File: src/rtl/clkscale_pkg.sv
// Shared constants and helpers for the clkscale_bank divider slice.
package clkscale_pkg;

    localparam int unsigned DIV_W_DFLT   = 3;
    localparam int unsigned DEF_DIV_DFLT = 0;

    typedef logic [DIV_W_DFLT-1:0] div_t;

    // LSB of channel k's field inside a packed per-channel vector.
    function automatic int unsigned fld_lsb(input int unsigned k, input int unsigned w);
        return k * w;
    endfunction

endpackage

File: src/rtl/clkscale_if.sv
// Control/status bundle of clkscale_bank: master drives controls, slave is the divider bank.
interface clkscale_if #(
    parameter int unsigned NCH   = 3,
    parameter int unsigned DIV_W = clkscale_pkg::DIV_W_DFLT
);
    logic                 en;
    logic                 sync;
    logic [NCH-1:0]       load;
    logic [NCH*DIV_W-1:0] div_i;
    logic [NCH-1:0]       newclk;
    logic [NCH-1:0]       tick;

    modport master (output en, sync, load, div_i, input newclk, tick);
    modport slave  (input en, sync, load, div_i, output newclk, tick);
endinterface

File: src/rtl/clkscale_chan.sv
// One divider channel: 50 % duty clock with divisor swapped only on rising newclk.
// Tick generation is present only when CLKSCALE_TICK_EN is defined.
module clkscale_chan #(
    parameter int unsigned DIV_W   = clkscale_pkg::DIV_W_DFLT,
    parameter int unsigned DEF_DIV = clkscale_pkg::DEF_DIV_DFLT
) (
    input  logic             clk,
    input  logic             reset,
    input  logic             en,
    input  logic             sync,
    input  logic             load,
    input  logic [DIV_W-1:0] div,
    output logic             newclk,
    output logic             tick
);
    logic [DIV_W-1:0] cnt;
    logic [DIV_W-1:0] act;
    logic [DIV_W-1:0] pend;
    logic             pend_valid;

    logic             wrap;
    logic             rise;
    logic             have_next;
    logic [DIV_W-1:0] next_div;

    always_comb begin
        wrap      = en && (cnt == act);
        rise      = wrap && !newclk;
        have_next = load || pend_valid;
        // A same-cycle load beats the older pending value.
        next_div  = load ? div : pend;
    end

    always_ff @(posedge clk or posedge reset) begin
        if (reset) begin
            cnt        <= '0;
            act        <= DIV_W'(DEF_DIV);
            pend       <= DIV_W'(DEF_DIV);
            pend_valid <= 1'b0;
            newclk     <= 1'b0;
        end else begin
            if (load) begin
                pend <= div;
            end
            pend_valid <= (sync || rise) ? 1'b0 : (pend_valid || load);
            if (sync) begin
                cnt    <= '0;
                newclk <= 1'b0;
                if (have_next) begin
                    act <= next_div;
                end
            end else if (wrap) begin
                cnt    <= '0;
                newclk <= !newclk;
                if (rise && have_next) begin
                    act <= next_div;
                end
            end else if (en) begin
                cnt <= cnt + 1'b1;
            end
        end
    end

`ifdef CLKSCALE_TICK_EN
    always_ff @(posedge clk or posedge reset) begin
        if (reset) begin
            tick <= 1'b0;
        end else begin
            tick <= rise && !sync;
        end
    end
`else
    assign tick = 1'b0;
`endif

endmodule

File: src/rtl/clkscale_bank.sv
// NCH independent programmable clock dividers with shared enable and phase-realign strobe.
// Define CLKSCALE_TICK_EN to build the per-channel tick pulses.
module clkscale_bank
    import clkscale_pkg::*;
#(
    parameter int unsigned NCH     = 3,
    parameter int unsigned DIV_W   = DIV_W_DFLT,
    parameter int unsigned DEF_DIV = DEF_DIV_DFLT
) (
    input  logic       clk,
    input  logic       reset,
    clkscale_if.slave  bus
);
    logic [NCH-1:0] newclk_w;
    logic [NCH-1:0] tick_w;

    for (genvar k = 0; k < NCH; k++) begin : g_chan
        clkscale_chan #(
            .DIV_W   (DIV_W),
            .DEF_DIV (DEF_DIV)
        ) u_chan (
            .clk    (clk),
            .reset  (reset),
            .en     (bus.en),
            .sync   (bus.sync),
            .load   (bus.load[k]),
            .div    (bus.div_i[fld_lsb(k, DIV_W) +: DIV_W]),
            .newclk (newclk_w[k]),
            .tick   (tick_w[k])
        );
    end

    assign bus.newclk = newclk_w;
    assign bus.tick   = tick_w;

endmodule

File: src/flat_wrapper.sv
// flat-port wrapper written by rule: the top's interface ports become plain ports
module clkscale_bank_flat import clkscale_pkg::*;
#(
    parameter int unsigned NCH     = 3,
    parameter int unsigned DIV_W   = DIV_W_DFLT,
    parameter int unsigned DEF_DIV = DEF_DIV_DFLT
)
  (clk, reset, bus_en, bus_sync, bus_load, bus_div_i, bus_newclk, bus_tick);
  clkscale_if #(.NCH(NCH), .DIV_W(DIV_W)) bus_i ();
  input  logic clk;
  input  logic reset;
  input wire logic [$bits(bus_i.en)-1:0] bus_en;
  input wire logic [$bits(bus_i.sync)-1:0] bus_sync;
  input wire logic [$bits(bus_i.load)-1:0] bus_load;
  input wire logic [$bits(bus_i.div_i)-1:0] bus_div_i;
  output wire logic [$bits(bus_i.newclk)-1:0] bus_newclk;
  output wire logic [$bits(bus_i.tick)-1:0] bus_tick;
  assign bus_i.en = bus_en;
  assign bus_i.sync = bus_sync;
  assign bus_i.load = bus_load;
  assign bus_i.div_i = bus_div_i;
  assign bus_newclk = bus_i.newclk;
  assign bus_tick = bus_i.tick;
  clkscale_bank #(.NCH(NCH), .DIV_W(DIV_W), .DEF_DIV(DEF_DIV)) u_core (.clk(clk), .reset(reset), .bus(bus_i));
endmodule
File: config.mk
export PLATFORM = sky130hd
export DESIGN_NAME = clkscale_bank_flat
export DESIGN_NICKNAME = d
export VERILOG_FILES = /design/src/rtl/clkscale_pkg.sv /design/src/rtl/clkscale_if.sv /design/src/rtl/clkscale_chan.sv /design/src/rtl/clkscale_bank.sv /design/src/flat_wrapper.sv
export SDC_FILE = /design/constraint.sdc
export NUM_CORES = 1
export LEC_CHECK = 0
export BUFFER_PORTS_ARGS = -buffer_cell sky130_fd_sc_hd__buf_2
export CAP_MARGIN = 25
export CORE_ASPECT_RATIO = 0.7
export CORE_MARGIN = 2
export CORE_UTILIZATION = 58
export DETAILED_ROUTE_END_ITERATION = 7
export HOLD_SLACK_MARGIN = 0.06
export PLACE_DENSITY_LB_ADDON = 0.12
export SLEW_MARGIN = 20
export SYNTH_ARGS = -nofsm -noshare
export SYNTH_HDL_FRONTEND = slang
export SYNTH_SLANG_ARGS = --single-unit
File: constraint.sdc
create_clock -name clk -period 1.8 [get_ports clk]
set_input_delay 0.18 -clock clk [delete_from_list [all_inputs] [get_ports clk]]
set_output_delay 0.18 -clock clk [all_outputs]
set_load 0.005 [all_outputs]
==> impl_metrics.yaml, run 1 <==
finish:
  n_fill_cell: 245
  synthToLayoutAreaGrowth_pct: 10.3
  final_nets: 220
  final_core_util: 0.678
  drive_above_1_share: 0.223
  seq_area_um2: 826
  final_cells: 240
  multiInputGateArea_um2: 1060
  num_antenna_cells: 0
place:
  gp_congestion: 0.855
  dpl.hpwl_um: 2700
  io_buffer_count: 18
  dp.cells: 231
logic_synthesis:
  syn_area_per_cell_um2: 10.5
  synth_edf_count: 0
  synth-main-ff-cell: "dfrtp_1"
  async_flop_share: 1.00
  yosys_warnings: 0
  synthDominantCellAreaShare: 0.421
  ys_seq_area_frac: 0.421
  yosys-top-cells-area: "dfrtp_1 (42%), nor2b_1 (5.7%), o41ai_1 (5.4%)"
  synth-seq-cells: 33
  ys_types: 30
  synth_top_cell_by_area: "dfrtp_1"
  yosys-top-cells-count: "dfrtp_1 (33), nor2b_1 (18), o41ai_1 (12), xor2_1 (12)"
  synth_most_common_cell: "dfrtp_1"
  syn-cell-area_um2: 1960
  syn_inst: 186
drt:
  vias: 1483
  first_pass_iters: 4
  drc: 0
  routedWlPerCell_um: 16.6
  antenna_left: 0
  wl_um: 3970
  vias_per_cell: 6.18
  drt_iter0_drc: 149
sta:
  min_period_over_period: 0.866
  rsz0062_at_grt: "false"
  worstMarginPinSlew_ps: 698
  relSlewSlack: 0.535
  setup_viol: 0
  fin_setup_tns_ps: 0
  post-route-min-period_ps: 1560
  fmax_mhz: 641
  slew_viol_final: 0
  hold_violations: 0
  clock_skew_ps: 7.84
global_route:
  grt_pass1_vias: 1412
  grt_remaining_overflow: 0
  track_usage: 0.231
  grt_pass1_wl_um: 6630
  grt_start_max_net_pins: 41
  antenna_found_initial: 0
worst_setup_path:
  endpoint: "u_core.g_chan[0].u_chan.act[1]$_DFFE_PP0P_"
  start_kind: "flop"
  r2r_slack_ps: 240
  path_max_fanout: 6
  slowest_stage: "or4_4"
  cp_top_family: "simple AND/OR/NAND/NOR gates"
  crit_start: "u_core.g_chan[0].u_chan.act[1]$_DFFE_PP0P_"
  r2r.worst_path.cells: 3
  arrival_ps: 1760
  cp.required_ps: 2000
  cp-end-kind: "flop"
  reg2reg_from: "u_core.g_chan[0].u_chan.act[1]$_DFFE_PP0P_"
  cp_num_cells: 3
  worstSetupPathType: "reg2reg"
  r2r-end: "u_core.g_chan[0].u_chan.act[1]$_DFFE_PP0P_"
  path_buf_inv: 0
  slowest_delay_ps: 610
  path_cells: "xor2_1, or4_4, o2111ai_1"
clocking:
  cts_num_sinks: 33
  cts.repair.resized: 0
  insertion_delay_ps: 290
  cts_root_buf: "clkbuf_8"
  post-cts-setup-buffers: 0
  cts_made_buffers: 5
  htree_levels: 2
  cts_tree: "built"
  cts_buffer_depth: 2
  clk_pin_slew_ps: 70
die:
  die_w_um: 73.5
  boundaryPins: 22
  start_util: 0.615
  die_area_um2: 3870
  die_y_um: 52.7
  fp.coreArea_um2: 3190
  rows: 17
flow_run:
  drv_cap: 0
power:
  power_density_nw_per_um2: 976
  leakage_nw: 0.967
  ir_drop_mv: 0.719
worst_hold_path:
  hold_path_class: "in2reg"
status:
  status: "completed"
[power breakdown]
part           switching (mW)  total, mW  internal (mW)
Clock                   0.279      0.730          0.451
Combinational           0.260      0.463          0.203
Sequential             0.0894      0.920          0.831
[what timing repair did]
action | in CTS | in global routing
hold buffers | 1 | 0
setup endpoints to repair | 0 | 0
hold endpoints to repair | 33 | 0
[cell usage in the layout, fill, tap and decap left out, drive strengths merged, types with 3 or more instances in the layout]
| master | netlist | routed |
|---|---|---|
| dfrtp | 33 | 33 |
| buf | 7 | 19 |
| nor2b | 18 | 18 |
| xor2 | 12 | 12 |
| o41ai | 12 | 12 |
| nor3 | 9 | 9 |
| mux2 | 9 | 9 |
| a22oi | 9 | 9 |
| clkbuf | 7 | 7 |
| and3 | 6 | 6 |
| a21bo | 6 | 6 |
| o31ai | 6 | 6 |
| o211ai | 6 | 6 |
| nand3 | 6 | 6 |
| nand2b | 5 | 5 |
| nor4 | 3 | 3 |
| mux2i | 3 | 3 |
| nand2 | 3 | 3 |
| or4 | 3 | 3 |
| a21oi | 3 | 3 |
| o211a | 3 | 3 |
| a21o | 3 | 3 |
| o2111ai | 3 | 3 |
| xnor2 | 3 | 3 |
| ha | 3 | 3 |
| conb | 1 | 3 |
| inv | 3 | 3 |
[metal layers]
layer | track usage | vias up | part of all wire
li1 | - | 726 | -
met1 | 0.330 | 726 | 0.50
met2 | 0.333 | 28 | 0.45
met3 | 0.0615 | 3 | 0.039
met4 | 0.0848 | 0 | 0.0081
met5 | 0 | - | 0
[worst min-delay path by stage]
stage,start,end,slack (ps),depth (start not counted)
3_3_place_gp,reset,u_core.g_chan[0].u_chan.newclk$_DFFE_PP0P_,290,3
2_1_floorplan,reset,u_core.g_chan[0].u_chan.act[0]$_DFFE_PP0P_,310,1
6_report,bus_div_i[2],u_core.g_chan[0].u_chan.pend[2]$_DFF_PP0_,150,2
5_1_grt,bus_div_i[6],u_core.g_chan[2].u_chan.pend[0]$_DFF_PP0_,150,2
3_5_place_dp,reset,u_core.g_chan[0].u_chan.pend[1]$_DFF_PP0_,290,3
4_1_cts,bus_div_i[5],u_core.g_chan[1].u_chan.pend[2]$_DFF_PP0_,150,2
[through the flow]
stage          hold slack, ps  total power, mW  worst slack, ps  area [um2]
2_1_floorplan             309             1.28              365        1970
3_3_place_gp              290             1.36              306        2040
3_5_place_dp              295             1.39              246        2040
4_1_cts                   147             2.12              231        2160
5_1_grt                   155             2.23              182        2160
6_report                  155             2.11              241        2160
[worst register-to-register path: stages, from the launching register on]
cell and delay, ps:
dfrtp_1 430, xor2_1 220, or4_4 610, o2111ai_1 220
[kinds of logic (layout without fill, tap and decap cells)]
family                   count (synthesis)  after routing  share of synthesized area
other                                    1              3                    0.00191
flip-flops                              33             33                      0.421
AND/OR/NAND/NOR                         54             54                      0.167
adder cells (fa/ha/maj)                  3              3                     0.0191
buffers and inverters                   17             31                     0.0446
AO/OA/AOI/OAI                           51             51                      0.212
XOR/XNOR                                15             15                     0.0670
multiplexers                            12             12                     0.0670
[registers in the layout (all words and copies together) (netlist names)]
| signal | count |
|---|---|
| u_core.g_chan.u_chan.pend | 9 |
| u_core.g_chan.u_chan.cnt | 9 |
| u_core.g_chan.u_chan.act | 9 |
| u_core.g_chan.u_chan.newclk | 3 |
| u_core.g_chan.u_chan.pend_valid | 3 |
[area by class of cell]
class	instances	share of cell area
flip-flops and latches	33	0.382
clock buffers	7	0.0399
multi-input cells	138	0.488
inverters	3	0.00520
repair buffers	20	0.0497
clock inverters	1	0.0139
well taps	38	0.0220
No activity file was read; power rests on OpenSTA's default activity.
==> inputs of run 2 (changes only) <==
- CORE_UTILIZATION: 58 -> 52
- clock period: 1.8 -> 1.3 ns (I/O delays scaled with it)
==> run 2 against run 1 <==
The run now ends with negative setup slack left. Design area increased by 24%. Sequential power is 39% higher. Core utilization grew 7.7 points. Critical path type unchanged. Flip-flop and latch count is the same. Non-clock buffer count rose by 39. Via count up 11%. Clock skew grew 1.9 ps. Sequential share of layout area down 7.4 points. Largest power group unchanged. Power grew 66%. Die area up 11%.
==> impl_metrics.yaml, run 2 (same netlist as run 1, synthesis figures left out) <==
status:
  status: "finished with violations"
  failed_checks: "negative setup slack"
place:
  pre_cts_ws_ps: -199
  gp_congestion: 0.799
  dp.cells: 279
  io_buffer_count: 18
  dpl.hpwl_um: 2960
worst_setup_path:
  worstSetupPathType: "reg2reg"
  cp.required_ps: 1490
  arrival_ps: 1680
  cp-end-kind: "flop"
  start_kind: "flop"
  path_max_fanout: 5
  reg2reg_from: "u_core.g_chan[0].u_chan.act[2]$_DFFE_PP0P_"
  crit_start: "u_core.g_chan[0].u_chan.act[2]$_DFFE_PP0P_"
  r2r.worst_path.cells: 3
power:
  p_comb_frac: 0.305
  swShare: 0.303
  fin_total_pwr_mw: 3.52
  clockPowerShare: 0.330
  leakage_nw: 1.20
  ir_drop_mv: 0.881
  power.internal_mw: 2.45
  power.switching_mw: 1.07
  power_frac_seq: 0.365
  power_density_nw_per_um2: 1310
finish:
  num_antenna_cells: 0
  reg.largest.list: "u_core.g_chan.u_chan.act x9, u_core.g_chan.u_chan.cnt x9, u_core.g_chan.u_chan.pend x9"
  final_core_util: 0.755
  final_nets: 259
  final_cells: 291
  final_common_cell: "buf_4"
  mostFrequentLayoutCells: "buf_4 (40), dfrtp_1 (32), nor2b_1 (18), buf_2 (18)"
  synthToLayoutAreaGrowth_pct: 37.0
  drive_above_1_share: 0.456
sta:
  setup_viol: 22
  post-route-min-period_ps: 1480
  fmax_mhz: 674
  clock_skew_ps: 9.72
  worstMarginPinSlew_ps: 508
  hold_violations: 0
  min_period_over_period: 1.14
  finalWorstSetupSlack_ps: -183
  slew_viol_final: 0
  relSlewSlack: 0.661
  rsz0062_at_grt: "true"
clocking:
  cts_root_buf: "clkbuf_8"
  htree_levels: 2
  cts_tree: "built"
  cts_num_sinks: 33
  clk_pin_slew_ps: 80
  cts_buffer_depth: 2
  cts_made_buffers: 5
  insertion_delay_ps: 290
die:
  start_util: 0.551
  rows: 18
  die_y_um: 55.4
  fp.coreArea_um2: 3560
  die_area_um2: 4290
  boundaryPins: 22
  die_w_um: 77.4
drt:
  wl_um: 4750
  met2RoutedLength_um: 2310
  antenna_left: 0
  vias: 1643
  routedWlPerCell_um: 16.3
  wl_met3_um: 138
  first_pass_iters: 4
  wl_met1_um: 2240
  drc: 0
  drt_iter0_drc: 111
  vias_per_cell: 5.65
  routed.top_layer: "met4"
global_route:
  grt_pass1_wl_um: 7750
  antenna_found_initial: 0
  grt_remaining_overflow: 0
  grt_pass1_vias: 1648
  grt_start_max_net_pins: 34
  track_usage: 0.233
worst_hold_path:
  hold_path_class: "in2reg"
  hold_start: "bus_div_i[7]"
  hold_depth: 2
flow_run:
  drv_cap: 0
## run 2: what timing repair did
| action | CTS | global route |
|---|---|---|
| resized for setup | 14 | 14 |
| setup endpoints to repair | 24 | 24 |
| hold buffers | 1 | 0 |
| pin swaps | 7 | 6 |
| endpoints found under the hold margin | 33 | 0 |
| setup buffers | 1 | 2 |
| gates cloned | 0 | 0 |
## run 2: metal layers
metal  GRT usage  vias up
met4      0.0740        0
met1       0.299      816
li1            -      801
met5           0        -
met2       0.379       20
met3      0.0703        6
## run 2: power groups by stage
stage          Sequential (mW)  Clock (mW)  Combinational [mW]
2_1_floorplan             1.26           0               0.521
3_3_place_gp              1.27           0               0.836
3_5_place_dp              1.28           0               0.864
4_1_cts                   1.27        1.19               0.951
5_1_grt                   1.30        1.23                1.17
6_report                  1.28        1.16                1.07
## run 2: through the flow
stage               hold WS, ps  instance area [um2]  setup TNS, ps
global route               96.4                 2690          -3080
CTS                        87.4                 2570          -1750
global placement            238                 2330          -1030
detailed placement          256                 2330          -1530
finish                     93.3                 2690          -2140
floorplan                   259                 1980          -1240
## run 2: path summary, 6_finish.rpt
kind	endpoint	slack [ps]
max	u_core.g_chan[0].u_chan.act[0]$_DFFE_PP0P_	-180
min	u_core.g_chan[2].u_chan.pend[1]$_DFF_PP0_	90
max reg2reg	u_core.g_chan[0].u_chan.act[0]$_DFFE_PP0P_	-180
min reg2reg	u_core.g_chan[1].u_chan.pend[2]$_DFF_PP0_	530
max in group asynchronous	u_core.g_chan[2].u_chan.act[2]$_DFFE_PP0P_	500
min in group asynchronous	u_core.g_chan[2].u_chan.act[0]$_DFFE_PP0P_	470
## run 2: final cells by class
| type | count | area [um2] |
|---|---|---|
| Multi-Input combinational cell | 138 | 1250 |
| Tap cell | 50 | 62.6 |
| Clock inverter | 3 | 65.1 |
| Inverter | 3 | 11.3 |
| Clock buffer | 5 | 68.8 |
| Fill cell | 253 | 871 |
| Sequential cell | 33 | 827 |
| Timing Repair Buffer | 59 | 400 |
## run 2: critical path, cell delays in order, from the launching register on
cell and delay, ps:
dfrtp_1 430, xor2_1 200, or4_4 540, o211ai_1 210
